## config.mk

```make
export PLATFORM = sky130hd
export DESIGN_NAME = twiddle_gen_unit_flat
export DESIGN_NICKNAME = d
export VERILOG_FILES = /design/src/rtl/pq_ntt_pkg.sv /design/src/rtl/twiddle_gen_unit_if.sv /design/src/rtl/twiddle_gen_unit_montmul.sv /design/src/rtl/twiddle_gen_unit.sv /design/src/flat_wrapper.sv
export SDC_FILE = /design/constraint.sdc
export NUM_CORES = 2
export LEC_CHECK = 0
export BUFFER_PORTS_ARGS = -buffer_cell sky130_fd_sc_hd__buf_2
export CORE_UTILIZATION = 40
export CTS_CLUSTER_SIZE = 16
export DETAILED_ROUTE_END_ITERATION = 10
export PLACE_DENSITY = 0.63
export SKIP_CTS_REPAIR_TIMING = 1
export SLEW_MARGIN = 20
export SYNTH_ARGS = -nofsm -noshare
export SYNTH_HDL_FRONTEND = slang
export SYNTH_SLANG_ARGS = --single-unit
```

## constraint.sdc

```tcl
create_clock -name clk -period 19.6 [get_ports clk]
set_input_delay 2.94 -clock clk [delete_from_list [all_inputs] [get_ports clk]]
set_output_delay 2.94 -clock clk [all_outputs]
set_load 0.02 [all_outputs]
```

## src/rtl/pq_ntt_pkg.sv

```systemverilog
// Shared types and constants for the NTT twiddle generator: FSM state encoding,
// stage-field width helper and the multiplier latency the sequencer is built around.
package pq_ntt_pkg;

    typedef enum logic [1:0] {
        TW_IDLE = 2'd0,
        TW_RUN  = 2'd1,
        TW_DONE = 2'd2
    } tw_state_e;

    // The sequencer advances omega in the same cycle a beat is accepted.
    localparam int MONTMUL_LATENCY = 0;

    function automatic int tw_logw(input int max_log_n);
        return $clog2(max_log_n + 1);
    endfunction

endpackage

```

## src/rtl/twiddle_gen_unit_if.sv

```systemverilog
// Twiddle stream: valid/ready beat carrying a Montgomery-domain root power,
// its stage/index position and end-of-stage / end-of-run markers.
interface twiddle_gen_unit_if
    import pq_ntt_pkg::*;
#(
    parameter int DATA_WIDTH = 16,
    parameter int MAX_LOG_N  = 10,
    parameter int LOGW       = tw_logw(MAX_LOG_N)
);
    logic                  tw_valid;
    logic                  tw_ready;
    logic [DATA_WIDTH-1:0] tw_data;
    logic [LOGW-1:0]       tw_stage;
    logic [MAX_LOG_N-2:0]  tw_idx;
    logic                  tw_last;
    logic                  tw_final;

    modport master (
        output tw_valid, tw_data, tw_stage, tw_idx, tw_last, tw_final,
        input  tw_ready
    );

    modport slave (
        input  tw_valid, tw_data, tw_stage, tw_idx, tw_last, tw_final,
        output tw_ready
    );
endinterface

```

## src/rtl/twiddle_gen_unit_montmul.sv

```systemverilog
// Combinational Montgomery multiplier: res = a*b*R^-1 mod q with R = 2^(DATA_WIDTH+2),
// result fully reduced into [0,q) for inputs already below q.
module twiddle_gen_unit_montmul #(
    parameter int DATA_WIDTH = 16
) (
    input  logic [DATA_WIDTH-1:0] a_i,
    input  logic [DATA_WIDTH-1:0] b_i,
    input  logic [DATA_WIDTH-1:0] q_i,
    input  logic [DATA_WIDTH+1:0] qinv_i,
    output logic [DATA_WIDTH-1:0] res_o
);
    localparam int RW = DATA_WIDTH + 2;
    localparam int UW = 2 * DATA_WIDTH + 3;

    logic [2*DATA_WIDTH-1:0] prod;
    logic [RW-1:0]           m;
    logic [UW-1:0]           sum;
    logic [DATA_WIDTH:0]     t;

    assign prod = (2*DATA_WIDTH)'(a_i) * (2*DATA_WIDTH)'(b_i);
    assign m    = prod[RW-1:0] * qinv_i;
    // Low RW bits of sum are zero by construction; t < 2q needs one subtraction.
    assign sum  = UW'(prod) + UW'(m) * UW'(q_i);
    assign t    = (DATA_WIDTH+1)'(sum >> RW);
    assign res_o = (t >= {1'b0, q_i}) ? DATA_WIDTH'(t - {1'b0, q_i}) : t[DATA_WIDTH-1:0];

endmodule

```

## src/rtl/twiddle_gen_unit.sv

```systemverilog
// Per-stage NTT twiddle sequencer: streams 2^s successive powers of the stage root for
// each stage s < log_n. Define TWIDDLE_GEN_INV_SCALE_EN to append the n^-1 scale beat on inverse runs.
module twiddle_gen_unit
    import pq_ntt_pkg::*;
#(
    parameter int DATA_WIDTH = 16,
    parameter int MAX_LOG_N  = 10,
    parameter int LOGW       = $clog2(MAX_LOG_N + 1)
) (
    input  logic                  clk,
    input  logic                  rst_n,
    input  logic [DATA_WIDTH-1:0] modulus,
    input  logic [DATA_WIDTH+1:0] param_MinQinvModR,
    input  logic [DATA_WIDTH-1:0] r_mod_q,
    input  logic                  tbl_we,
    input  logic                  tbl_inv,
    input  logic [LOGW-1:0]       tbl_addr,
    input  logic [DATA_WIDTH-1:0] tbl_data,
    input  logic                  start,
    input  logic                  abort,
    input  logic [LOGW-1:0]       log_n,
    input  logic                  fwd_ntt,
    twiddle_gen_unit_if.master    tw,
    output logic                  busy,
    output logic                  done,
    output logic                  cfg_err
);
    localparam int NENT = MAX_LOG_N + 1;
    localparam int IDXW = MAX_LOG_N - 1;

    tw_state_e             state_q, state_d;
    logic [LOGW-1:0]       stage_q, stage_d;
    logic [LOGW-1:0]       log_n_q, log_n_d;
    logic [IDXW-1:0]       idx_q, idx_d;
    logic [DATA_WIDTH-1:0] omega_q, omega_d;
    logic                  fwd_q, fwd_d;
    logic                  cfg_err_q, cfg_err_d;

    logic [DATA_WIDTH-1:0] fwd_tbl_q [NENT];
    logic [DATA_WIDTH-1:0] inv_tbl_q [NENT];

    logic [DATA_WIDTH-1:0] root;
    logic [DATA_WIDTH-1:0] mul_res;
    logic [DATA_WIDTH-1:0] omega_step;
    logic [IDXW:0]         stage_span;
    logic [IDXW-1:0]       idx_max;
    logic                  scale_pending;
    logic                  scale_beat;
    logic                  last_stage;
    logic                  at_last;
    logic                  is_final;
    logic                  is_run;
    logic                  accept;
    logic                  log_n_ok;

    // Tables are only writable while idle so a running sequence never sees a torn root.
    always_ff @(posedge clk or negedge rst_n) begin
        if (!rst_n) begin
            for (int i = 0; i < NENT; i++) begin
                fwd_tbl_q[i] <= '0;
                inv_tbl_q[i] <= '0;
            end
        end else if (tbl_we && (state_q == TW_IDLE) && (tbl_addr <= LOGW'(MAX_LOG_N))) begin
            if (tbl_inv) begin
                inv_tbl_q[tbl_addr] <= tbl_data;
            end else begin
                fwd_tbl_q[tbl_addr] <= tbl_data;
            end
        end
    end

    assign root = fwd_q ? fwd_tbl_q[stage_q] : inv_tbl_q[stage_q];

    twiddle_gen_unit_montmul #(
        .DATA_WIDTH(DATA_WIDTH)
    ) u_montmul (
        .a_i    (omega_q),
        .b_i    (root),
        .q_i    (modulus),
        .qinv_i (param_MinQinvModR),
        .res_o  (mul_res)
    );

    // Only a zero-latency multiplier fits the one-beat-per-cycle update below.
    generate
        if (MONTMUL_LATENCY == 0) begin : g_mul_comb
            assign omega_step = mul_res;
        end else begin : g_mul_unsupported
            assign omega_step = '0;
        end
    endgenerate

`ifdef TWIDDLE_GEN_INV_SCALE_EN
    assign scale_pending = ~fwd_q;
`else
    assign scale_pending = 1'b0;
`endif

    assign stage_span = (IDXW+1)'(1) << stage_q;
    assign idx_max    = IDXW'(stage_span - (IDXW+1)'(1));
    // Stage index equal to log_n is only reachable as the trailing scale beat.
    assign scale_beat = (stage_q == log_n_q);
    assign last_stage = (stage_q == (log_n_q - LOGW'(1)));
    assign at_last    = scale_beat || (idx_q == idx_max);
    assign is_final   = at_last && (scale_beat || (last_stage && !scale_pending));
    assign is_run     = (state_q == TW_RUN);
    assign accept     = is_run && tw.tw_ready;
    assign log_n_ok   = (log_n != '0) && (log_n <= LOGW'(MAX_LOG_N));

    always_comb begin
        state_d   = state_q;
        stage_d   = stage_q;
        log_n_d   = log_n_q;
        idx_d     = idx_q;
        omega_d   = omega_q;
        fwd_d     = fwd_q;
        cfg_err_d = cfg_err_q;
        if (abort) begin
            state_d = TW_IDLE;
        end else begin
            unique case (state_q)
                TW_IDLE: begin
                    if (start) begin
                        if (log_n_ok) begin
                            state_d   = TW_RUN;
                            log_n_d   = log_n;
                            fwd_d     = fwd_ntt;
                            stage_d   = '0;
                            idx_d     = '0;
                            omega_d   = r_mod_q;
                            cfg_err_d = 1'b0;
                        end else begin
                            cfg_err_d = 1'b1;
                        end
                    end
                end
                TW_RUN: begin
                    if (accept) begin
                        if (is_final) begin
                            state_d = TW_DONE;
                        end
                        if (at_last) begin
                            idx_d   = '0;
                            stage_d = stage_q + LOGW'(1);
                            omega_d = (last_stage && scale_pending) ? inv_tbl_q[0] : r_mod_q;
                        end else begin
                            idx_d   = idx_q + IDXW'(1);
                            omega_d = omega_step;
                        end
                    end
                end
                TW_DONE: state_d = TW_IDLE;
                default: state_d = TW_IDLE;
            endcase
        end
    end

    always_ff @(posedge clk or negedge rst_n) begin
        if (!rst_n) begin
            state_q   <= TW_IDLE;
            stage_q   <= '0;
            log_n_q   <= '0;
            idx_q     <= '0;
            omega_q   <= '0;
            fwd_q     <= 1'b0;
            cfg_err_q <= 1'b0;
        end else begin
            state_q   <= state_d;
            stage_q   <= stage_d;
            log_n_q   <= log_n_d;
            idx_q     <= idx_d;
            omega_q   <= omega_d;
            fwd_q     <= fwd_d;
            cfg_err_q <= cfg_err_d;
        end
    end

    assign tw.tw_valid = is_run;
    assign tw.tw_data  = omega_q;
    assign tw.tw_stage = stage_q;
    assign tw.tw_idx   = idx_q;
    assign tw.tw_last  = is_run && at_last;
    assign tw.tw_final = is_run && is_final;

    assign busy    = (state_q != TW_IDLE);
    assign done    = (state_q == TW_DONE) && !abort;
    assign cfg_err = cfg_err_q;

endmodule

```

## src/flat_wrapper.sv

```systemverilog
// flat-port wrapper written by rule: the top's interface ports become plain ports
module twiddle_gen_unit_flat import pq_ntt_pkg::*;
#(
    parameter int DATA_WIDTH = 16,
    parameter int MAX_LOG_N  = 10,
    parameter int LOGW       = $clog2(MAX_LOG_N + 1)
)
  (clk, rst_n, modulus, param_MinQinvModR, r_mod_q, tbl_we, tbl_inv, tbl_addr, tbl_data, start, abort, log_n, fwd_ntt, busy, done, cfg_err, tw_tw_valid, tw_tw_data, tw_tw_stage, tw_tw_idx, tw_tw_last, tw_tw_final, tw_tw_ready);
  twiddle_gen_unit_if #(.DATA_WIDTH(DATA_WIDTH), .MAX_LOG_N(MAX_LOG_N), .LOGW(LOGW)) tw_i ();
  input  logic clk;
  input  logic rst_n;
  input  logic [DATA_WIDTH-1:0] modulus;
  input  logic [DATA_WIDTH+1:0] param_MinQinvModR;
  input  logic [DATA_WIDTH-1:0] r_mod_q;
  input  logic tbl_we;
  input  logic tbl_inv;
  input  logic [LOGW-1:0] tbl_addr;
  input  logic [DATA_WIDTH-1:0] tbl_data;
  input  logic start;
  input  logic abort;
  input  logic [LOGW-1:0] log_n;
  input  logic fwd_ntt;
  output logic busy;
  output logic done;
  output logic cfg_err;
  output wire logic [$bits(tw_i.tw_valid)-1:0] tw_tw_valid;
  output wire logic [$bits(tw_i.tw_data)-1:0] tw_tw_data;
  output wire logic [$bits(tw_i.tw_stage)-1:0] tw_tw_stage;
  output wire logic [$bits(tw_i.tw_idx)-1:0] tw_tw_idx;
  output wire logic [$bits(tw_i.tw_last)-1:0] tw_tw_last;
  output wire logic [$bits(tw_i.tw_final)-1:0] tw_tw_final;
  input wire logic [$bits(tw_i.tw_ready)-1:0] tw_tw_ready;
  assign tw_tw_valid = tw_i.tw_valid;
  assign tw_tw_data = tw_i.tw_data;
  assign tw_tw_stage = tw_i.tw_stage;
  assign tw_tw_idx = tw_i.tw_idx;
  assign tw_tw_last = tw_i.tw_last;
  assign tw_tw_final = tw_i.tw_final;
  assign tw_i.tw_ready = tw_tw_ready;
  twiddle_gen_unit #(.DATA_WIDTH(DATA_WIDTH), .MAX_LOG_N(MAX_LOG_N), .LOGW(LOGW)) u_core (.clk(clk), .rst_n(rst_n), .modulus(modulus), .param_MinQinvModR(param_MinQinvModR), .r_mod_q(r_mod_q), .tbl_we(tbl_we), .tbl_inv(tbl_inv), .tbl_addr(tbl_addr), .tbl_data(tbl_data), .start(start), .abort(abort), .log_n(log_n), .fwd_ntt(fwd_ntt), .tw(tw_i), .busy(busy), .done(done), .cfg_err(cfg_err));
endmodule
```

Word-level counts from Yosys, hierarchy flattened
Index checks and enable logic that the tools add are counted.
{"block": "op_classes", "shifts": 1, "bitwise_logic": 4, "mux": 34, "addsub": 6, "eq_ne": 13, "n_mul": 3, "order_cmp": 6, "reduce_logical": 23}
{"op": "$bwmux W176", "count": 2}
{"op": "$mux W16", "count": 11}
{"op": "$bmux W16 S4", "count": 2}
{"op": "$demux W16 S4", "count": 1}
{"op": "$mux W9", "count": 4}
{"op": "$add A32 B34 Y35", "count": 1}
{"op": "$mul A18 B16 Y34", "count": 1}
{"op": "$mul A16 B16 Y32", "count": 1}
{"op": "$pmux W16 S2", "count": 1}
{"op": "$mul A18 B18 Y18", "count": 1}
{"op": "$pmux W9 S2", "count": 1}
{"op": "$ge A17 B16 Y1", "count": 1}
{"op": "$mux W4", "count": 4}
{"op": "$sub A16 B16 Y16", "count": 1}
{"op": "$ge A5 B5 Y1 const B", "count": 2}
{"op": "$mux W2", "count": 5}
{"op": "$not A4 Y5", "count": 2}
{"op": "$add A9 B1 Y9 const B", "count": 1}
{"op": "$eq A9 B9 Y1", "count": 1}
{"op": "$logic_and A1 B1 Y1", "count": 9}
{"op": "$shl A1 B4 Y9 const A", "count": 1}
{"op": "$sub A9 B1 Y9 const B", "count": 1}
{"op": "$eq A4 B4 Y1", "count": 2}
{"op": "$le A4 B4 Y1 const B", "count": 2}
{"op": "other kinds (23)", "count": 32}
{"block": "word_totals", "out_inout_bits": 35, "register_bits": 389, "word_cells": 119, "in_bits": 82}

Logic depth before layout (Yosys ltp)
{"block": "logic_depth", "depth_word": 14, "mapped_depth": 82, "depth_no_buf": 75}

Hierarchy
Synthesis repeated with hierarchy kept, for this count alone.
{"block": "hier_totals", "cells_unflattened": 4029, "hier_area_um2": 42597.1}
{"module": "twiddle_gen_unit_montmul", "area_each_um2": 24149.4, "cells_each": 2754, "n_inst": 1}
{"module": "twiddle_gen_unit", "area_each_um2": 18447.7, "cells_each": 1275, "n_inst": 1}

Least setup slack after synthesis
No wires, ideal clock.
{"block": "synth_timing", "path_type": "reg-to-reg", "start": "register u_core.stage_q[0], in the netlist u_core.tw.tw_stage[0]", "end": "register u_core.omega_q[13], in the netlist u_core.tw.tw_data[13]", "stages_incl_launch_ff": 74, "slack_ns": -0.416, "t_arrival_ns": 19.947, "synth_period_minus_slack_ns": 20.016, "required_ns": 19.531, "setup_time_ns": 0.069, "n_path_buf": 9, "path_cell_list": "dfrtp_1 -> clkbuf_1 -> buf_2 -> clkbuf_1 -> buf_1 -> mux4_2 -> and2_1 -> o21ai_0 -> nand2_1 -> clkbuf_1 -> nand2_1 -> fa_1 -> fa_1 -> fa_1 -> inv_1 -> fa_1 -> inv_1 -> fa_1 -> [38 not listed] -> nor2b_1 -> or3_1 -> a21oi_1 -> o21bai_1 -> xor2_1 -> ha_1 -> a21o_1 -> nor3_1 -> inv_1 -> o211ai_1 -> and2_1 -> a31oi_1 -> nor3_1 -> o21ba_2 -> buf_1 -> clkbuf_1 -> nand4_1 -> nand3_1"}
{"block": "synth_between", "elab_chain_len": 14, "elab_cells_between_ends": 23, "cone_classes": "3 x add/sub; 3 x mul; 1 x order compare; 2 x eq/ne; 1 x shift; 11 x mux; 1 x bitwise; 1 x reduce/logical"}
{"element": "start, declared", "line": "twiddle_gen_unit.sv:32", "rtl": "logic [LOGW-1:0] stage_q, stage_d;"}
{"element": "start signal, assigned", "line": "twiddle_gen_unit.sv:169", "rtl": "stage_q <= stage_d;"}
{"element": "$not A4 Y5 (not written as such)", "line": "twiddle_gen_unit.sv:72", "rtl": "assign root = fwd_q ? fwd_tbl_q[stage_q] : inv_tbl_q[stage_q];"}
{"element": "$bmux W16 S4", "line": "twiddle_gen_unit.sv:72"}
{"element": "$mux W16 (not written as such) (2 in series)", "line": "twiddle_gen_unit.sv:72"}
{"element": "$mux W16", "line": "twiddle_gen_unit.sv:72"}
{"element": "$mul A16 B16 Y32", "line": "twiddle_gen_unit_montmul.sv:20", "rtl": "assign prod = (2*DATA_WIDTH)'(a_i) * (2*DATA_WIDTH)'(b_i);"}
{"element": "$mul A18 B18 Y18", "line": "twiddle_gen_unit_montmul.sv:21", "rtl": "assign m = prod[RW-1:0] * qinv_i;"}
{"element": "$mul A18 B16 Y34", "line": "twiddle_gen_unit_montmul.sv:23", "rtl": "assign sum = UW'(prod) + UW'(m) * UW'(q_i);"}
{"element": "$add A32 B34 Y35", "line": "twiddle_gen_unit_montmul.sv:23"}
{"element": "$sub A16 B16 Y16 or $ge A17 B16 Y1 (tied branches)", "line": "twiddle_gen_unit_montmul.sv:25", "rtl": "assign res_o = (t >= {1'b0, q_i}) ? DATA_WIDTH'(t - {1'b0, q_i}) : t[DATA_WIDTH-1:0];"}
{"element": "$mux W16", "line": "twiddle_gen_unit_montmul.sv:25"}
{"element": "$mux W16 (*)", "line": "twiddle_gen_unit.sv:142", "rtl": "if (at_last) begin"}
{"element": "$mux W16 (*)", "line": "twiddle_gen_unit.sv:138", "rtl": "if (accept) begin"}
{"element": "$pmux W16 S2 (*)", "line": "twiddle_gen_unit.sv:121", "rtl": "unique case (state_q)"}
{"element": "end signal, assigned", "line": "twiddle_gen_unit.sv:172", "rtl": "omega_q <= omega_d;"}
{"element": "end, declared", "line": "twiddle_gen_unit.sv:35", "rtl": "logic [DATA_WIDTH-1:0] omega_q, omega_d;"}
Mark *: on every way between the ends. The rest lies on a longest branch, timed or not. The select of a mux whose other input is x is not followed.
A chain may end at the register's enable or synchronous reset.

Final worst setup path
{"block": "layout_timing", "start": "register u_core.stage_q[0], in the netlist u_core.tw.tw_stage[0]", "end": "register u_core.omega_q[10], in the netlist u_core.tw.tw_data[10]"}
Same word-level chain as after synthesis.

==> metrics <==
status finished, final reports clean; final hold violation count 0; Port Buf Inserts 116; Placed Instance Area 44700 um2; Clk Latency, worst-skew pair 0.58 ns; Cells on Worst Hold Path 1; crit path launch type register; wire per inst 20.2 um; CP endpoint kind register; design area 46500 um2; Die H 327 um; overall routing resource usage 21.3%; largest net degree at the start of global routing 128; CTS clk-pin slew, worst paths 0.06 ns; Final ANT Viol Nets 0; fin crit share 95.7%; HPWL after detailed placement 83900 um; syn nets 4959; area grow syn2layout 9.91%; Num CTS Buffers 43; vias in the first global route 30900; post-synthesis area per instance 10.5 um2; CP required 20.04 ns; Synth cell types 69; Slew headroom 22.4%; Worst Reg-to-Reg Cells 63; initial antenna violation count 14; worst-margin pin slew 1.16 ns; Worst Skew 0.0184 ns; worst setup path class register to register; core area 104000 um2; area share of the largest cell type after synthesis 26.4%; Die ar. 107000 um2; Max Cap Viol 0; first-pass GRT wire length 178000 um; CTS tree done; Setup Viol. Count Final 0; Pre-Repair DR Iteration Count 5; main flop type after synthesis dfrtp_1; flops & latches, synth 389; CTS root buf clkbuf_16; Crit-path slowest cell a2111oi_0; Via Count 29300; fin nets 5035; Area contributors post-synth fa_1 (26%), dfrtp_1 (23%), mux2_2 (9.5%); CP arrival 19.20 ns; fmax 0.0533 GHz; Rows 118; fin. max-slew vios 0; Max stage delay on crit path 0.70 ns; multi-input combinational cell area 29300 um2; effective utilization at floorplan 40.6%; FFs w/ async S/R, synth 100%; H-tree depth 2; Critical Path Fanout Max 16; Tmin final 18.76 ns; most frequent CP cell fa_1; HP Class register to register; Ys Warns 0; Via density 5.29; Cells after Synth 4034; worst hold slack 0.501 ns; GP Congestion 0.854; EDFF count, synth 0; Mapped Area 42300 um2; share of layout cells above drive strength 1 19.7%; grt total ovfl 0; I/O pin total 117; fill cell count 9777; Sink Count 389; register area 9740 um2; DRC viols 0; routed wire length 111000 um; commonest cells after routing, fill and taps aside inv_1 (698), fa_1 (556), nand2_1 (397), dfrtp_1 (385), mux2_2 (358); Synth area leader fa_1; initial DRC count 1912; clk buf depth 3; die width 327 um; commonest non-fill, non-tap cell in the layout inv_1; Seq/Total Area, Yosys 23.0%
[area by class of cell]
class	count	share of cell area, %
diodes	7	0.0377
clock buffers	57	2.56
clock inverters	18	0.471
inverters	699	5.65
multi-input cells	2739	63.1
flip-flops and latches	389	21.0
well taps	1380	3.72
repair buffers	238	3.52
[through the flow]
stage | util, % | TNS (ns) | setup WS (ns) | cells
after floorplan | - | 0 | 0.0435 | 4034
final | 44.7 | 0 | 0.843 | 5527
after CTS | 44.3 | -1.55 | -0.293 | 5505
after global placement | 43.0 | 0 | 0.157 | 5430
after detailed placement | 43.0 | -1.05 | -0.268 | 5430
after global routing | 44.6 | -0.0133 | -0.0133 | 5523
[metal layers]
metal / track usage, % / vias to the layer above / wire, um
li1: - / 13100 / -
met1: 29.0 / 15200 / 48800
met2: 35.2 / 716 / 52800
met3: 3.13 / 184 / 6090
met4: 6.59 / 10 / 3630
met5: 0 / - / 69
[final timing paths]
| check | endpoint | slack (ns) | start |
|---|---|---|---|
| min in group asynchronous | u_core.tw.tw_idx[6] | 2.25 | rst_n |
| worst min register to register | u_core.fwd_tbl_q[69] | 0.50 | u_core.fwd_tbl_q[69] |
| worst max register to register | u_core.tw.tw_data[10] | 0.84 | u_core.tw.tw_stage[0] |
| max in group asynchronous | u_core.fwd_tbl_q[70] | 15.07 | rst_n |
| worst max-delay path | u_core.tw.tw_data[10] | 0.84 | u_core.tw.tw_stage[0] |
| worst min-delay path | u_core.fwd_tbl_q[69] | 0.50 | u_core.fwd_tbl_q[69] |
[cell usage after synthesis (8+ instances only)]
| cell | instances |
|---|---|
| a22o_1 | 10 |
| nand2b_1 | 57 |
| xor2_1 | 17 |
| mux2_2 | 358 |
| o31ai_1 | 8 |
| a21o_1 | 18 |
| inv_1 | 698 |
| ha_1 | 286 |
| and3_1 | 56 |
| a21oi_1 | 94 |
| nand4_1 | 21 |
| o21a_1 | 15 |
| nand2_1 | 401 |
| dfrtp_1 | 389 |
| fa_1 | 557 |
| a211oi_1 | 11 |
| nor3_1 | 43 |
| mux4_2 | 96 |
| clkbuf_1 | 190 |
| buf_1 | 16 |
| nor2b_1 | 86 |
| mux2i_1 | 16 |
| or3_1 | 15 |
| o21bai_1 | 12 |
| xnor2_1 | 77 |
| nor2_1 | 88 |
| nand3_1 | 33 |
| o21ai_0 | 58 |
| o211ai_1 | 13 |
| and2_1 | 206 |
[cells by family after synthesis]
| kind of cell | Yosys count | share of synthesized area [%] |
|---|---|---|
| and+or+nand+nor | 1036 | 12.3 |
| buffers and inverters | 908 | 8.10 |
| adders and majority gates | 843 | 34.8 |
| muxes | 470 | 15.0 |
| DFF | 389 | 23.0 |
| AOI/OAI and AO/OA | 286 | 4.31 |
| xor gates and xnor gates | 102 | 2.38 |
[flip-flops by register name (all words and copies together) (netlist names)]
signal              cells
u_core.cfg_err          1
u_core.fwd_q            1
u_core.fwd_tbl_q      176
u_core.inv_tbl_q      176
u_core.log_n_q          4
u_core.state_q          2
u_core.tw.tw_data      16
u_core.tw.tw_idx        9
u_core.tw.tw_stage      4
[worst max-delay path: cells and delay by family (launching register included)]
kind                     cells  cell delay (ns)
AO/OA/AOI/OAI               15             3.49
buffers and inverters       12             1.13
multiplexers                 2             0.97
adder cells (fa/ha/maj)     22             9.85
XOR/XNOR                     1             0.16
flip-flops                   1             0.47
AND/OR/NAND/NOR             11             2.53
Power is not shown: default switching activity piles up to over one toggle a cycle in this logic, so the estimate is an artifact.
